==> src/rtl/bus_pkg.sv <==
// ---------------------------------------------------------------------------
// bus_pkg
// Shared definitions for the bit-serial bus: local address/data widths,
// request/response frame lengths and the slave-port state encoding.
// ---------------------------------------------------------------------------
package bus_pkg;

   localparam int ADDR_WIDTH    = 14;
   localparam int DATA_WIDTH    = 8;

   // Request frame lengths: we bit + addr (+ wdata for writes)
   localparam int RX_READ_BITS  = 1 + ADDR_WIDTH;
   localparam int RX_WRITE_BITS = 1 + ADDR_WIDTH + DATA_WIDTH;

   // Successful read response: err bit + rdata
   localparam int RSP_READ_BITS = 1 + DATA_WIDTH;

   typedef enum logic [2:0] {
      SP_IDLE,
      SP_RX,
      SP_REQ,
      SP_WAIT,
      SP_SPLIT,
      SP_TX
   } slv_port_state_e;

endpackage

==> src/rtl/serial_shift_rx.sv <==
// ---------------------------------------------------------------------------
// serial_shift_rx
// Strobe-qualified LSB-first deserializer with a bit counter. Each strobed
// bit lands at the position given by the current count, so the first bit of
// a frame ends up in o_data[0]. o_done flags the strobe that completes a
// frame of i_len bits, letting the owner change state on the same edge the
// last bit is captured.
//
// Ports:
//   i_clk, i_rst  clock, asynchronous active-high reset
//   i_clr         synchronous clear of data and count (wins over i_valid)
//   i_valid       bit strobe
//   i_bit         serial bit, sampled only with i_valid
//   i_len         expected frame length in bits
//   o_data        assembled frame
//   o_done        current strobe carries the final bit of the frame
// ---------------------------------------------------------------------------
module serial_shift_rx #(
   parameter int WIDTH = 23,
   parameter int CNT_W = 5
) (
   input  logic             i_clk,
   input  logic             i_rst,
   input  logic             i_clr,
   input  logic             i_valid,
   input  logic             i_bit,
   input  logic [CNT_W-1:0] i_len,
   output logic [WIDTH-1:0] o_data,
   output logic             o_done
);

   logic [WIDTH-1:0] r_data;
   logic [CNT_W-1:0] r_count;

   always_ff @(posedge i_clk or posedge i_rst) begin
      if (i_rst) begin
         r_data  <= '0;
         r_count <= '0;
      end else if (i_clr) begin
         r_data  <= '0;
         r_count <= '0;
      end else if (i_valid) begin
         // Data is cleared between frames, so OR-ing in the new bit is enough
         r_data <= r_data | (WIDTH'(i_bit) << r_count);
         if (r_count != '1) begin
            r_count <= r_count + CNT_W'(1);
         end
      end
   end

   assign o_data = r_data;
   assign o_done = i_valid && ((r_count + CNT_W'(1)) == i_len);

endmodule

==> src/rtl/slave_port.sv <==
// ---------------------------------------------------------------------------
// slave_port
// Slave-side bit-serial bus port. Deserializes a request frame
// (we, addr, [wdata], LSB first), issues a one-cycle parallel request to the
// slave, waits for ready/error/split, and serializes the response frame
// (err, [rdata]) back onto the bus. A saturating no-response timer turns a
// hung slave into an error response.
//
// Ports:
//   clk_i, rst_i                  clock, asynchronous active-high reset
//   bus_rx_valid_i/bus_rx_bit_i   request bit strobe / bit
//   bus_tx_valid_o/bus_tx_bit_o   response bit strobe / bit
//   bus_busy_o                    port not IDLE
//   bus_split_o                   split transaction pending
//   split_req_i                   master asks for split handling of a read
//   valid_o/addr_o/wdata_o/we_o   request to the slave
//   split_start_o                 split request, qualified by valid_o
//   ready_i/rdata_i/err_i         slave response
//   split_busy_i/split_ready_i    slave split status
// ---------------------------------------------------------------------------
module slave_port
   import bus_pkg::*;
#(
   parameter bit          SPLIT_CAPABLE  = 1'b0,
   parameter int unsigned TIMEOUT_CYCLES = 15
) (
   input  logic                  clk_i,
   input  logic                  rst_i,
   input  logic                  bus_rx_valid_i,
   input  logic                  bus_rx_bit_i,
   output logic                  bus_tx_valid_o,
   output logic                  bus_tx_bit_o,
   output logic                  bus_busy_o,
   output logic                  bus_split_o,
   input  logic                  split_req_i,
   output logic                  valid_o,
   output logic [ADDR_WIDTH-1:0] addr_o,
   output logic [DATA_WIDTH-1:0] wdata_o,
   output logic                  we_o,
   output logic                  split_start_o,
   input  logic                  ready_i,
   input  logic [DATA_WIDTH-1:0] rdata_i,
   input  logic                  err_i,
   input  logic                  split_busy_i,
   input  logic                  split_ready_i
);

   localparam logic [7:0] TMO_LIMIT = 8'(TIMEOUT_CYCLES);

   slv_port_state_e           r_state;
   logic                      r_valid;
   logic [7:0]                r_tmo;
   logic [DATA_WIDTH-1:0]     r_tx_sr;
   logic [3:0]                r_tx_cnt;
   logic                      r_tx_valid;
   logic                      r_tx_bit;

   logic [RX_WRITE_BITS-1:0]  w_rx_data;
   logic                      w_rx_take;
   logic                      w_rx_clr;
   logic                      w_rx_done;
   logic [4:0]                w_frame_len;
   logic                      w_req_we;
   logic                      w_tx_last;
   logic                      w_load;
   logic                      w_load_err;
   logic [DATA_WIDTH-1:0]     w_load_rdata;

   // Strobes outside IDLE/RX are ignored; the master must honour bus_busy_o
   assign w_rx_take   = bus_rx_valid_i && ((r_state == SP_IDLE) || (r_state == SP_RX));
   assign w_tx_last   = (r_state == SP_TX) && (r_tx_cnt == 4'd0);
   assign w_rx_clr    = w_tx_last;
   assign w_req_we    = w_rx_data[0];
   // Register is cleared in IDLE, so bit 0 only reads as 1 once a write's we bit is in
   assign w_frame_len = w_req_we ? 5'(RX_WRITE_BITS) : 5'(RX_READ_BITS);

   serial_shift_rx #(
      .WIDTH (RX_WRITE_BITS),
      .CNT_W (5)
   ) u_rx (
      .i_clk   (clk_i),
      .i_rst   (rst_i),
      .i_clr   (w_rx_clr),
      .i_valid (w_rx_take),
      .i_bit   (bus_rx_bit_i),
      .i_len   (w_frame_len),
      .o_data  (w_rx_data),
      .o_done  (w_rx_done)
   );

   // Response capture: ready beats split_busy beats timeout
   always_comb begin
      w_load       = 1'b0;
      w_load_err   = 1'b0;
      w_load_rdata = '0;
      if (r_state == SP_WAIT) begin
         if (ready_i) begin
            w_load       = 1'b1;
            w_load_err   = err_i;
            w_load_rdata = rdata_i;
         end else if (!(SPLIT_CAPABLE && split_busy_i) && (r_tmo == TMO_LIMIT)) begin
            w_load     = 1'b1;
            w_load_err = 1'b1;
         end
      end else if (r_state == SP_SPLIT) begin
         if (ready_i || split_ready_i) begin
            w_load       = 1'b1;
            w_load_rdata = rdata_i;
         end
      end
   end

   always_ff @(posedge clk_i or posedge rst_i) begin
      if (rst_i) begin
         r_state    <= SP_IDLE;
         r_valid    <= 1'b0;
         r_tmo      <= '0;
         r_tx_sr    <= '0;
         r_tx_cnt   <= '0;
         r_tx_valid <= 1'b0;
         r_tx_bit   <= 1'b0;
      end else begin
         r_valid <= 1'b0;
         if (w_load) begin
            // First response bit (err) goes out the cycle after the response
            r_state    <= SP_TX;
            r_tx_valid <= 1'b1;
            r_tx_bit   <= w_load_err;
            r_tx_sr    <= w_load_rdata;
            r_tx_cnt   <= (w_req_we || w_load_err) ? 4'd0 : 4'(RSP_READ_BITS - 1);
         end else begin
            case (r_state)
               SP_IDLE: begin
                  if (bus_rx_valid_i) r_state <= SP_RX;
               end
               SP_RX: begin
                  if (w_rx_done) begin
                     r_state <= SP_REQ;
                     r_valid <= 1'b1;
                  end
               end
               SP_REQ: begin
                  r_state <= SP_WAIT;
                  r_tmo   <= '0;
               end
               SP_WAIT: begin
                  if (SPLIT_CAPABLE && split_busy_i) begin
                     r_state <= SP_SPLIT;
                  end else if (r_tmo != 8'hFF) begin
                     r_tmo <= r_tmo + 8'd1;
                  end
               end
               SP_SPLIT: begin
                  r_state <= SP_SPLIT;
               end
               SP_TX: begin
                  if (r_tx_cnt == 4'd0) begin
                     r_state    <= SP_IDLE;
                     r_tx_valid <= 1'b0;
                     r_tx_bit   <= 1'b0;
                  end else begin
                     r_tx_bit <= r_tx_sr[0];
                     r_tx_sr  <= r_tx_sr >> 1;
                     r_tx_cnt <= r_tx_cnt - 4'd1;
                  end
               end
               default: r_state <= SP_IDLE;
            endcase
         end
      end
   end

   assign bus_tx_valid_o = r_tx_valid;
   assign bus_tx_bit_o   = r_tx_bit;
   assign bus_busy_o     = (r_state != SP_IDLE);
   assign bus_split_o    = (r_state == SP_SPLIT);
   assign valid_o        = r_valid;
   assign we_o           = w_req_we;
   assign addr_o         = w_rx_data[ADDR_WIDTH:1];
   assign wdata_o        = w_rx_data[ADDR_WIDTH+1 +: DATA_WIDTH];
   assign split_start_o  = r_valid && SPLIT_CAPABLE && split_req_i && !w_req_we;

endmodule

==> config.mk <==
export PLATFORM = sky130hd
export DESIGN_NAME = slave_port
export DESIGN_NICKNAME = d
export VERILOG_FILES = /design/src/rtl/bus_pkg.sv /design/src/rtl/serial_shift_rx.sv /design/src/rtl/slave_port.sv
export SDC_FILE = /design/constraint.sdc
export NUM_CORES = 1
export LEC_CHECK = 0
export CAP_MARGIN = 20
export CORE_MARGIN = 2
export CORE_UTILIZATION = 30
export DETAILED_ROUTE_END_ITERATION = 8
export PLACE_DENSITY = 0.51
export SKIP_LAST_GASP = 1
export SYNTH_ARGS = -nofsm -noshare
export SYNTH_HDL_FRONTEND = slang
export SYNTH_SLANG_ARGS = --single-unit
==> constraint.sdc <==
create_clock -name clk_i -period 2.8 [get_ports clk_i]
set_clock_uncertainty 0.2 [all_clocks]
set_input_delay 0.28 -clock clk_i [delete_from_list [all_inputs] [get_ports clk_i]]
set_output_delay 0.28 -clock clk_i [all_outputs]
set_load 0.01 [all_outputs]
; ---- After elaboration in Yosys (flattened, before gate mapping)
; Cells that the tools add are included.
[word_totals]
reg_bits = 54
latchBits = 0
ram_bits = 0
rom_bits = 0
input_bits = 17
output_inout_bits = 29
word_cells = 89
n_memories = 0
[op_classes]
n_addsub = 3
n_mul = 0
div = 0
order_cmp = 0
eq_ne = 15
shift = 1
muxes = 40
n_bitwise = 2
n_reduce_logical = 19
[ops]
columns = operator, count
row1 = 8-bit two-way mux, 8
row2 = 23-bit two-way mux, 2
row3 = 23-bit bitwise OR, 1
row4 = 1-bit by 5-bit << shifter with 23-bit output, 1
row5 = 5-bit two-way mux, 4
row6 = 3-bit one-hot mux with 6 select lines, 1
row7 = 1-bit two-way mux, 16
row8 = 4-bit two-way mux, 4
row9 = 8-bit one-hot mux with 2 select lines, 1
row10 = 3-bit two-way mux, 4
row11 = 2-bit nonzero test, 5
row12 = "8-bit by 1-bit adder with 8-bit output, second input constant", 1
row13 = "8-bit by 4-bit == test with 1-bit output, second input constant", 1
row14 = "8-bit != test, second input constant", 1
row15 = "3-bit by 2-bit == test with 1-bit output, second input constant", 2
row16 = "3-bit == test, second input constant", 2
row17 = "3-bit by 2-bit != test with 1-bit output, second input constant", 2
row18 = 2-bit AND reduction, 3
row19 = "5-bit by 1-bit adder with 5-bit output, second input constant", 1
row20 = 5-bit == test, 1
row21 = "5-bit != test, second input constant", 1
row22 = 4-bit logical NOT, 1
row23 = "2-bit != test, second input constant", 2
row24 = 4-bit AND reduction, 1
row25 = other kinds (10), 14

; ---- Logic depth before layout (Yosys ltp)
; Gate-level depths: netlist of run 1.
[depth]
depth_word = 7
ltp_mapped = 9
depth_no_buf = 8

; ---- By module
; From an unflattened synthesis of run 1, not the netlist that was laid out.
[unflattened]
cells_unflattened = 281
hier_area_um2 = 2758.9
[modules_own_cells]
columns = mod, n_inst, cells_per_inst, area_per_inst_um2, seq_area_each_um2
row1 = slave_port, 1, 160, 1491.4, 650.6
row2 = serial_shift_rx, 1, 121, 1267.5, 700.7

; ---- Least setup slack after synthesis of run 1
; OpenSTA, ideal clock, no wires.
[synth_timing]
path_kind = register to register
from = register r_tmo[0]
to = register r_tmo[3]
setup_ns = 0.126
t_arrival_ns = 1.922
required_time_ns = 2.474
setup_slack_ns = 0.552
stages_incl_launch_ff = 8
n_path_buf = 1
synth_period_minus_slack_ns = 2.248
path_cell_list = dfrtp_1 -> ha_1 -> nand3_1 -> nor2_4 -> o311a_4 -> buf_6 -> o311a_1 -> a221o_1
[synth_via]
elab_chain_len = 6
word_cells_on_any_way = 11
classes_between = add/sub (1) / eq/ne (3) / mux (5) / bitwise (1) / reduce/logical (1)
[synth_lines]
columns = element, line_no
row1 = start: declaration, slave_port.sv:52  ; logic [7:0] r_tmo;
row2 = start signal: assignment, slave_port.sv:150  ; r_tmo <= r_tmo + 8'd1;
row3 = branches (longest 6 deep; another with 8-bit by 1-bit adder with 8-bit output), --
; Parallel ways; which one is timed is not known. The select of a mux whose other input is x is not followed.
; A chain may end at the register's enable or synchronous reset.

; ---- Worst setup path after layout of run 1
[layout_timing]
from = register r_state[2]
to = output bus_split_o
[layout_via]
elab_chain_len = 1
[layout_lines]
columns = element, line_no
row1 = start: declaration, slave_port.sv:50  ; slv_port_state_e r_state;
row2 = start signal: assignment, slave_port.sv:115  ; r_state <= SP_IDLE;
row3 = start signal: assignment, slave_port.sv:126  ; r_state <= SP_TX;
row4 = start signal: assignment, slave_port.sv:134  ; if (bus_rx_valid_i) r_state <= SP_RX;
row5 = 3-bit == test, slave_port.sv:176  ; assign bus_split_o = (r_state == SP_SPLIT);
row6 = end: declaration, slave_port.sv:34  ; output logic bus_split_o,
; No other way between the ends.

==> Implementation_results.wiki, run 1 <==
{| class="wikitable"
! Metric !! Value
|-
| Initial standard-cell utilization of the core || 30.44%
|-
| Fin Setup TNS || 0 ps
|-
| Area of the die || 10030 um^2
|-
| Critical path required time || 2320 ps
|-
| Final count of hold timing violations || 0
|-
| Hold bufs inserted after CTS || 0
|-
| Largest net degree at the start of global routing || 29
|-
| Site Rows || 35
|-
| Initial DRC Count || 63
|-
| Number of buffers created by CTS || 5
|-
| Count of state elements after synthesis || 54
|-
| RSZ-0062 raised after global routing || no
|-
| Global placer's final weighted congestion || 0.7534
|-
| Yosys Warn Count || 0
|-
| Post-synth top cells || 54 x sky130_fd_sc_hd__dfrtp_1, 45 x sky130_fd_sc_hd__nor2_1, 19 x sky130_fd_sc_hd__a21oi_1, 17 x sky130_fd_sc_hd__nand2_1, 15 x sky130_fd_sc_hd__inv_1
|-
| Type of the worst setup path || reg -> out
|-
| Grt total ovfl || 0
|-
| Combinational group share of total power || between 40% and 50%
|-
| Per-cell via count in the routed design || 5.061
|-
| Arrival @ worst endpoint || 1970 ps
|-
| Number of inserted diodes || 0
|-
| Max Clock Freq || 407.7 MHz
|-
| Reg power frac || 40.4%
|-
| Largest fanout on the critical path || 12
|-
| Area Overhead vs Synth || 23.10%
|-
| Post-cts resize count || 0
|-
| Buffers from clock root to sink, at most || 2
|-
| Power per cell area || a little over 800 nW/um^2
|-
| Routed WL per cell || 15.04 um
|-
| Overall Global Routing Usage || 13.66%
|-
| Skew-Pair Late Insertion Delay || 300 ps
|-
| Most frequent cell after synthesis || sky130_fd_sc_hd__dfrtp_1
|-
| Period utilisation layout || ~88%
|-
| Average size of a mapped cell || 9.561 um^2
|-
| Largest voltage drop on the vdd net || roughly 0.32 mV
|-
| Async set or reset register ratio after synthesis || 100.0%
|-
| Port Buffer Count || 42
|-
| Worst-margin pin slew || about 620 ps
|-
| Reg-to-reg setup timing slack || 390 ps
|-
| Share of synthesized area occupied by flip-flops and latches || 48.74%
|-
| Post-route ant nets || 0
|-
| Final setup violation count || 0
|-
| Worst slack after detailed placement || 314.9 ps
|-
| Height of the die || 100.1 um
|-
| Clock root buffer || sky130_fd_sc_hd__clkbuf_8
|-
| Number of nets in the synthesized netlist || 313
|-
| Half-perimeter wire length after detailed placement || around 4500 um
|-
| Type of the tightest min-delay check || in -> async
|-
| Post-layout worst setup margin || 347.0 ps
|-
| Final number of max-transition violations || 0
|-
| Syn Inst Count || 290
|-
| DRC errors left || 0
|-
| I/O pin total || 46
|-
| Share of final-layout standard cells stronger than drive strength 1 || 9.394%
|-
| Max capacitance violation total || 0
|-
| Outcome || completed
|-
| Post-CTS Setup Bufs || 0
|-
| Post-synthesis instance area || 2773 um^2
|-
| Switching Fraction || 38.26%
|-
| Clock-pin slew reported for the worst setup and hold paths after clock tree synthesis || about 100 ps
|-
| Via count of the first global-routing pass || 2274
|-
| Post-layout min period || roughly 2500 ps
|-
| Post-synth top area share || roughly 49%
|-
| Clock sink count || 54
|-
| Nets || 352
|-
| Iteration count of the initial detailed-routing pass || 4
|-
| Dominant synthesized flop cell || sky130_fd_sc_hd__dfrtp_1
|-
| Element type at the critical path start || flop
|-
| Routed WL || about 6600 um
|-
| TritonCTS clock tree || yes
|-
| Reported leakage power || around 1.5 nW
|-
| Via Count || 2232
|-
| Sw Pwr || 1.068 mW
|-
| Cell accounting for the most synthesized area || sky130_fd_sc_hd__dfrtp_1
|-
| Initial antenna violation count || 0
|-
| Total internal power || about 1.7 mW
|-
| Number of unique standard cell types used by synthesis || 53
|-
| Kind of end point of the critical path || output pin
|-
| First-pass GRT wire length || 11070 um
|-
| Number of filler cells placed in the layout || 946
|-
| Clock H-tree levels || 2
|-
| Top cells by area, synth || sky130_fd_sc_hd__dfrtp_1 49%, sky130_fd_sc_hd__nor2_1 6.1%, sky130_fd_sc_hd__a21oi_1 3.4%, sky130_fd_sc_hd__ha_1 2.7%, sky130_fd_sc_hd__nand2_1 2.3%
|-
| Headroom to the max-slew limit || 58.50%
|-
| Area of the core region || 9109 um^2
|-
| Count of flip-flops with a built-in enable after synthesis || 0
|-
| Floorplan die width || approximately 100 um
|-
| Clock power frac || between 15 and 20%
|}
[power by group through the flow]
stage               combinational, mW  sequential, mW  clock, mW
global placement                 1.20            1.14          0
global route                     1.35            1.16      0.511
finish                           1.20            1.13      0.464
floorplan                       0.823            1.12          0
detailed placement               1.20            1.14          0
CTS                              1.22            1.13      0.485
[path summary, 6_finish.rpt]
kind | start | to | cells after the start
min | rst_i | r_tx_sr[2] | 2
max | r_state[2] | bus_split_o | 3
min in group clk_i | r_tx_sr[1] | r_tx_sr[1] | 1
max in group asynchronous | rst_i | u_rx.r_count[4] | 3
min reg2reg | r_tx_sr[1] | r_tx_sr[1] | 1
max reg2reg | r_tmo[0] | r_tmo[0] | 6
[sequential cells by signal, summed over array words and instances (netlist names)]
signal / cells
valid_o: 1
bus_tx_valid_o: 1
r_tx_cnt: 4
r_tx_sr: 8
u_rx.r_count: 5
u_rx.o_data: 23
r_tmo: 8
r_state: 3
bus_tx_bit_o: 1
[cell usage in the layout (no fill, tap or decap), types with 2 or more instances in the layout]
| master | instances |
|---|---|
| sky130_fd_sc_hd__and3_1 | 2 |
| sky130_fd_sc_hd__nor2_1 | 45 |
| sky130_fd_sc_hd__o21ai_0 | 9 |
| sky130_fd_sc_hd__nor2b_1 | 6 |
| sky130_fd_sc_hd__a221o_1 | 5 |
| sky130_fd_sc_hd__or2_2 | 2 |
| sky130_fd_sc_hd__nand2_1 | 17 |
| sky130_fd_sc_hd__dfrtp_1 | 54 |
| sky130_fd_sc_hd__and2_1 | 2 |
| sky130_fd_sc_hd__xor2_1 | 3 |
| sky130_fd_sc_hd__mux2i_1 | 2 |
| sky130_fd_sc_hd__nand2b_1 | 2 |
| sky130_fd_sc_hd__or3b_2 | 2 |
| sky130_fd_sc_hd__clkdlybuf4s50_1 | 42 |
| sky130_fd_sc_hd__nand3_1 | 10 |
| sky130_fd_sc_hd__a31oi_1 | 7 |
| sky130_fd_sc_hd__a21oi_1 | 19 |
| sky130_fd_sc_hd__nand3b_1 | 4 |
| sky130_fd_sc_hd__o311a_1 | 5 |
| sky130_fd_sc_hd__nand4_1 | 2 |
| sky130_fd_sc_hd__o22ai_1 | 8 |
| sky130_fd_sc_hd__a41oi_1 | 2 |
| sky130_fd_sc_hd__inv_1 | 14 |
| sky130_fd_sc_hd__nor4_1 | 2 |
| sky130_fd_sc_hd__nor3_1 | 3 |
| sky130_fd_sc_hd__clkbuf_8 | 6 |
| sky130_fd_sc_hd__buf_4 | 9 |
| sky130_fd_sc_hd__ha_1 | 6 |
| sky130_fd_sc_hd__nor3b_1 | 6 |
| sky130_fd_sc_hd__o31ai_1 | 2 |
| sky130_fd_sc_hd__o21a_1 | 7 |
[through the flow]
stage	util [%]	power, mW	cell area, um^2	hold WS, ps	std cells
global placement	36.43	2.337	3318	276.4	433
detailed placement	36.43	2.350	3318	282.5	433
finish	37.47	2.791	3413	165.4	441
floorplan	-	1.943	2773	225.2	290
global route	37.47	3.017	3413	196.6	441
CTS	37.47	2.831	3413	185.9	441
[metal layers]
metal  vias up  routed length, um  GRT usage (%)
met5         -                  0              0
met4         0                 38          3.793
met3         2                236          3.134
met2        41               3116          22.87
met1      1092               3239          17.78
li1       1097                  -              -
[final cells by class]
| class | instances | area (um^2) | share of cell area [%] |
|---|---|---|---|
| Sequential cell | 54 | 1351 | 39.59 |
| Multi-Input combinational cell | 201 | 1264 | 37.02 |
| Timing Repair Buffer | 52 | 508.0 | 14.88 |
| Tap cell | 111 | 138.9 | 4.069 |
| Clock buffer | 6 | 82.58 | 2.419 |
| Inverter | 15 | 56.30 | 1.650 |
| Clock inverter | 2 | 12.51 | 0.3666 |
[critical path, cell delays in order, from the launching register on]
cell	delay [ps]
sky130_fd_sc_hd__dfrtp_1	560
sky130_fd_sc_hd__or3b_2	510
sky130_fd_sc_hd__inv_1	70
sky130_fd_sc_hd__clkdlybuf4s50_1	530
[cell families (layout without fill, tap and decap cells)]
kind of cell | count (synthesis) | after routing | synth area share (%)
AOI/OAI and AO/OA | 74 | 74 | 18.95
xor gates and xnor gates | 4 | 4 | 1.264
adders and majority gates | 6 | 6 | 2.708
buffers and inverters | 35 | 75 | 5.686
DFF | 54 | 54 | 48.74
muxes | 3 | 3 | 1.128
other | 1 | 1 | 0.1352
and+or+nand+nor | 113 | 113 | 21.39
(Power assumes the default switching activity.)
==> run 2: changes to the inputs <==
DONT_BUFFER_PORTS = 1   (was not set)
PLACE_DENSITY = 0.45   (was 0.51)
==> run 2 against run 1 <==
Worst hold slack got worse by 160 ps. Register-to-register slack got worse by 50 ps. Critical path depth increased by 3. Global-route usage increased by 0.27 points. Setup slack got worse by 2.1 ps. Wire length increased by 1.3%. Highest routed layer unchanged.
==> Implementation_results.wiki, run 2 (same netlist as run 1, synthesis figures left out) <==
{| class="wikitable"
! Metric !! Value
|-
| Outcome || completed
|-
| Commonest cells after routing, fill and taps aside || 54 x sky130_fd_sc_hd__dfrtp_1, 45 x sky130_fd_sc_hd__nor2_1, 19 x sky130_fd_sc_hd__a21oi_1, 17 x sky130_fd_sc_hd__nand2_1, 14 x sky130_fd_sc_hd__inv_1
|-
| Global routing met1 resource utilization || 19.36% (+1.6 points)
|-
| Area of the die || 10030 um^2 (unchanged)
|-
| Site Rows || 35 (unchanged)
|-
| Iteration count of the initial detailed-routing pass || 4 (unchanged)
|-
| Area Overhead vs Synth || 10.38%
|-
| Initial standard-cell utilization of the core || 30.44% (unchanged)
|-
| Global placer's final weighted congestion || 0.7320 (-2.8%)
|-
| Final count of hold timing violations || 0 (unchanged)
|-
| Max Clock Freq || 407.3 MHz (about the same)
|-
| Placed Instances || 392 (-9.5%)
|-
| Type of the tightest min-delay check || in -> reg
|-
| Type of the worst setup path || reg -> reg
|-
| Critical path's largest stage delay || 480 ps (-80 ps)
|-
| Reg-to-reg critical path startpoint || r_tmo[0]
|-
| Total internal power || 1.574 mW (-8.6%)
|-
| Slowest stage cell on the critical path || sky130_fd_sc_hd__o311a_4
|-
| Sw Pwr || 1.089 mW (+2.0%)
|-
| Series of cell instances along the critical path || ha_1, nand3_1, nor2_4, o311a_4, o41a_1, a221o_1
|-
| Nets || 317 (-9.9%)
|-
| Flip-flop count of the largest register, all copies and words added || 23 (unchanged)
|-
| Most Crowded Layer GR || met2
|-
| Via count of the first global-routing pass || 2061 (-9.4%)
|-
| Overall Global Routing Usage || 13.93% (+0.27 points)
|-
| Initial DRC Count || 70 (+11%)
|-
| Switching Fraction || 40.88% (+2.6 points)
|-
| Floorplan die width || 100.1 um (unchanged)
|-
| Skew-Pair Late Insertion Delay || 310 ps (about the same)
|-
| Initial antenna violation count || 0 (unchanged)
|-
| Largest voltage drop on the vdd net || 0.2990 mV (-5.8%)
|-
| Largest net degree at the start of global routing || 29 (unchanged)
|-
| Arrival @ worst endpoint || 2470 ps (+500 ps)
|-
| I/O pin total || 46 (unchanged)
|-
| Fin Setup TNS || 0 ps (unchanged)
|-
| Number of inserted diodes || 0 (unchanged)
|-
| Final design utilization || 33.60% (-3.9 points)
|-
| Routed WL per cell || 16.54 um (+10%)
|-
| Final hold slack || 9.303 ps (-156.1 ps)
|-
| Clock root buffer || sky130_fd_sc_hd__clkbuf_8
|-
| Worst-margin pin slew || 602.5 ps (-19.00 ps)
|-
| Number of buffers created by CTS || 5 (unchanged)
|-
| Half-perimeter wire length after detailed placement || 4558 um (+2.0%)
|-
| Grt total ovfl || 0 (unchanged)
|-
| Headroom to the max-slew limit || 59.53% (+1.0 points)
|-
| Clock H-tree levels || 2 (unchanged)
|-
| Largest fanout on the critical path || 21 (+9)
|-
| Start point of the worst min-delay path || rdata_i[4]
|-
| Period utilisation layout || 87.68% (about the same)
|-
| Via Count || 2113 (-5.3%)
|-
| Clock power frac || 18.0% (+1.4 points)
|-
| Share of final-layout standard cells stronger than drive strength 1 || 10.85% (+1.5 points)
|-
| Per-cell via count in the routed design || 5.204 (+2.8%)
|-
| Global routing usage on met2 || 21.73% (-1.1 points)
|-
| Final setup violation count || 0 (unchanged)
|-
| Clock-pin slew reported for the worst setup and hold paths after clock tree synthesis || 110 ps (about the same)
|-
| Power per cell area || 870.1 nW/um^2 (+6.4%)
|-
| Element type at the critical path start || flop
|-
| Most frequent standard cell in the layout excluding fill and tap cells || sky130_fd_sc_hd__dfrtp_1
|-
| Post-CTS Setup Bufs || 0 (unchanged)
|-
| Max capacitance violation total || 0 (unchanged)
|-
| Post-layout total power || 2.663 mW (-4.6%)
|-
| First-pass GRT wire length || 11100 um (+0.25%)
|-
| Kind of end point of the critical path || flop
|-
| Clock sink count || 54 (unchanged)
|-
| Final number of max-transition violations || 0 (unchanged)
|-
| Source of the critical timing path || r_tmo[0]
|-
| Routed WL || 6714 um (+1.3%)
|-
| Hold bufs inserted after CTS || 5 (+5)
|-
| Number of non-filler instances in the completed layout || 406 (-7.9%)
|-
| Routing usage on met3 || 3.621% (+0.49 points)
|-
| Combinational group share of total power || 38.0% (-4.9 points)
|-
| RSZ-0062 raised after global routing || no
|-
| Port Buffer Count || 0 (-100%)
|-
| TritonCTS clock tree || yes
|-
| Buffers from clock root to sink, at most || 2 (unchanged)
|-
| Post-route ant nets || 0 (unchanged)
|-
| Reported leakage power || 1.379 nW (-8.0%)
|-
| DRC errors left || 0 (unchanged)
|-
| Post-cts resize count || 0 (unchanged)
|-
| Height of the die || 100.1 um (unchanged)
|-
| Critical path required time || 2810 ps (+490 ps)
|-
| Reg power frac || 44.0% (+3.6 points)
|-
| Area of the core region || 9109 um^2 (unchanged)
|-
| Post-layout min period || 2455 ps (+2.064 ps)
|}
[run 2: cell count changes in the layout (fill, tap and decap cells not counted)]
cell,previous run,this run
sky130_fd_sc_hd__clkbuf_8,6,5
sky130_fd_sc_hd__clkinv_4,0,1
sky130_fd_sc_hd__clkdlybuf4s50_1,42,0
sky130_fd_sc_hd__clkinvlp_4,1,0
sky130_fd_sc_hd__inv_6,0,2
sky130_fd_sc_hd__buf_4,9,10
sky130_fd_sc_hd__clkinv_2,1,0
sky130_fd_sc_hd__dlygate4sd3_1,0,6
[run 2: worst max-delay path, delay by kind of cell (launching register included)]
| family | cells | cell delay (ps) |
|---|---|---|
| fa+ha+maj | 1 | 230 |
| simple gates | 2 | 310 |
| compound gates | 3 | 1190 |
| flops | 1 | 430 |
[run 2: worst paths after layout]
check | endpoint | slack [ps] | depth (start not counted)
max | r_tmo[7] | 340 | 6
min | r_tx_sr[4] | 9 | 3
max reg2reg | r_tmo[7] | 340 | 6
min reg2reg | r_tx_sr[1] | 310 | 1
max in group asynchronous | r_tx_sr[5] | 1550 | 3
min in group asynchronous | u_rx.o_data[22] | 280 | 2
[run 2: metrics by stage]
| stage | area (um^2) | setup WS, ps |
|---|---|---|
| after global routing | 3060 | 229.0 |
| after CTS | 3050 | 330.8 |
| after detailed placement | 2905 | 350.6 |
| final | 3060 | 344.9 |
| after floorplan | 2773 | 552.4 |
| after global placement | 2905 | 383.9 |
[run 2: layout make-up]
type	instances	area (um^2)
clock buffers	5	68.82
repair buffers	17	155.1
multi-input cells	201	1264
fillers	962	6048
clock inverters	3	26.28
well taps	111	138.9
inverters	15	56.30
flip-flops and latches	54	1351
[run 2: per-layer routing]
metal,vias up,part of all wire [%]
li1,1031,-
met1,1028,47
met2,50,46
met3,4,6.8
met4,0,0.80
met5,-,0
[run 2: power by group through the flow]
stage	sequential [mW]	clock (mW)	combinational (mW)
3_5_place_dp	1.19	0	1.02
2_1_floorplan	1.12	0	0.823
4_1_cts	1.17	0.496	1.03
5_1_grt	1.20	0.534	1.15
3_3_place_gp	1.18	0	1.00
6_report	1.17	0.480	1.01
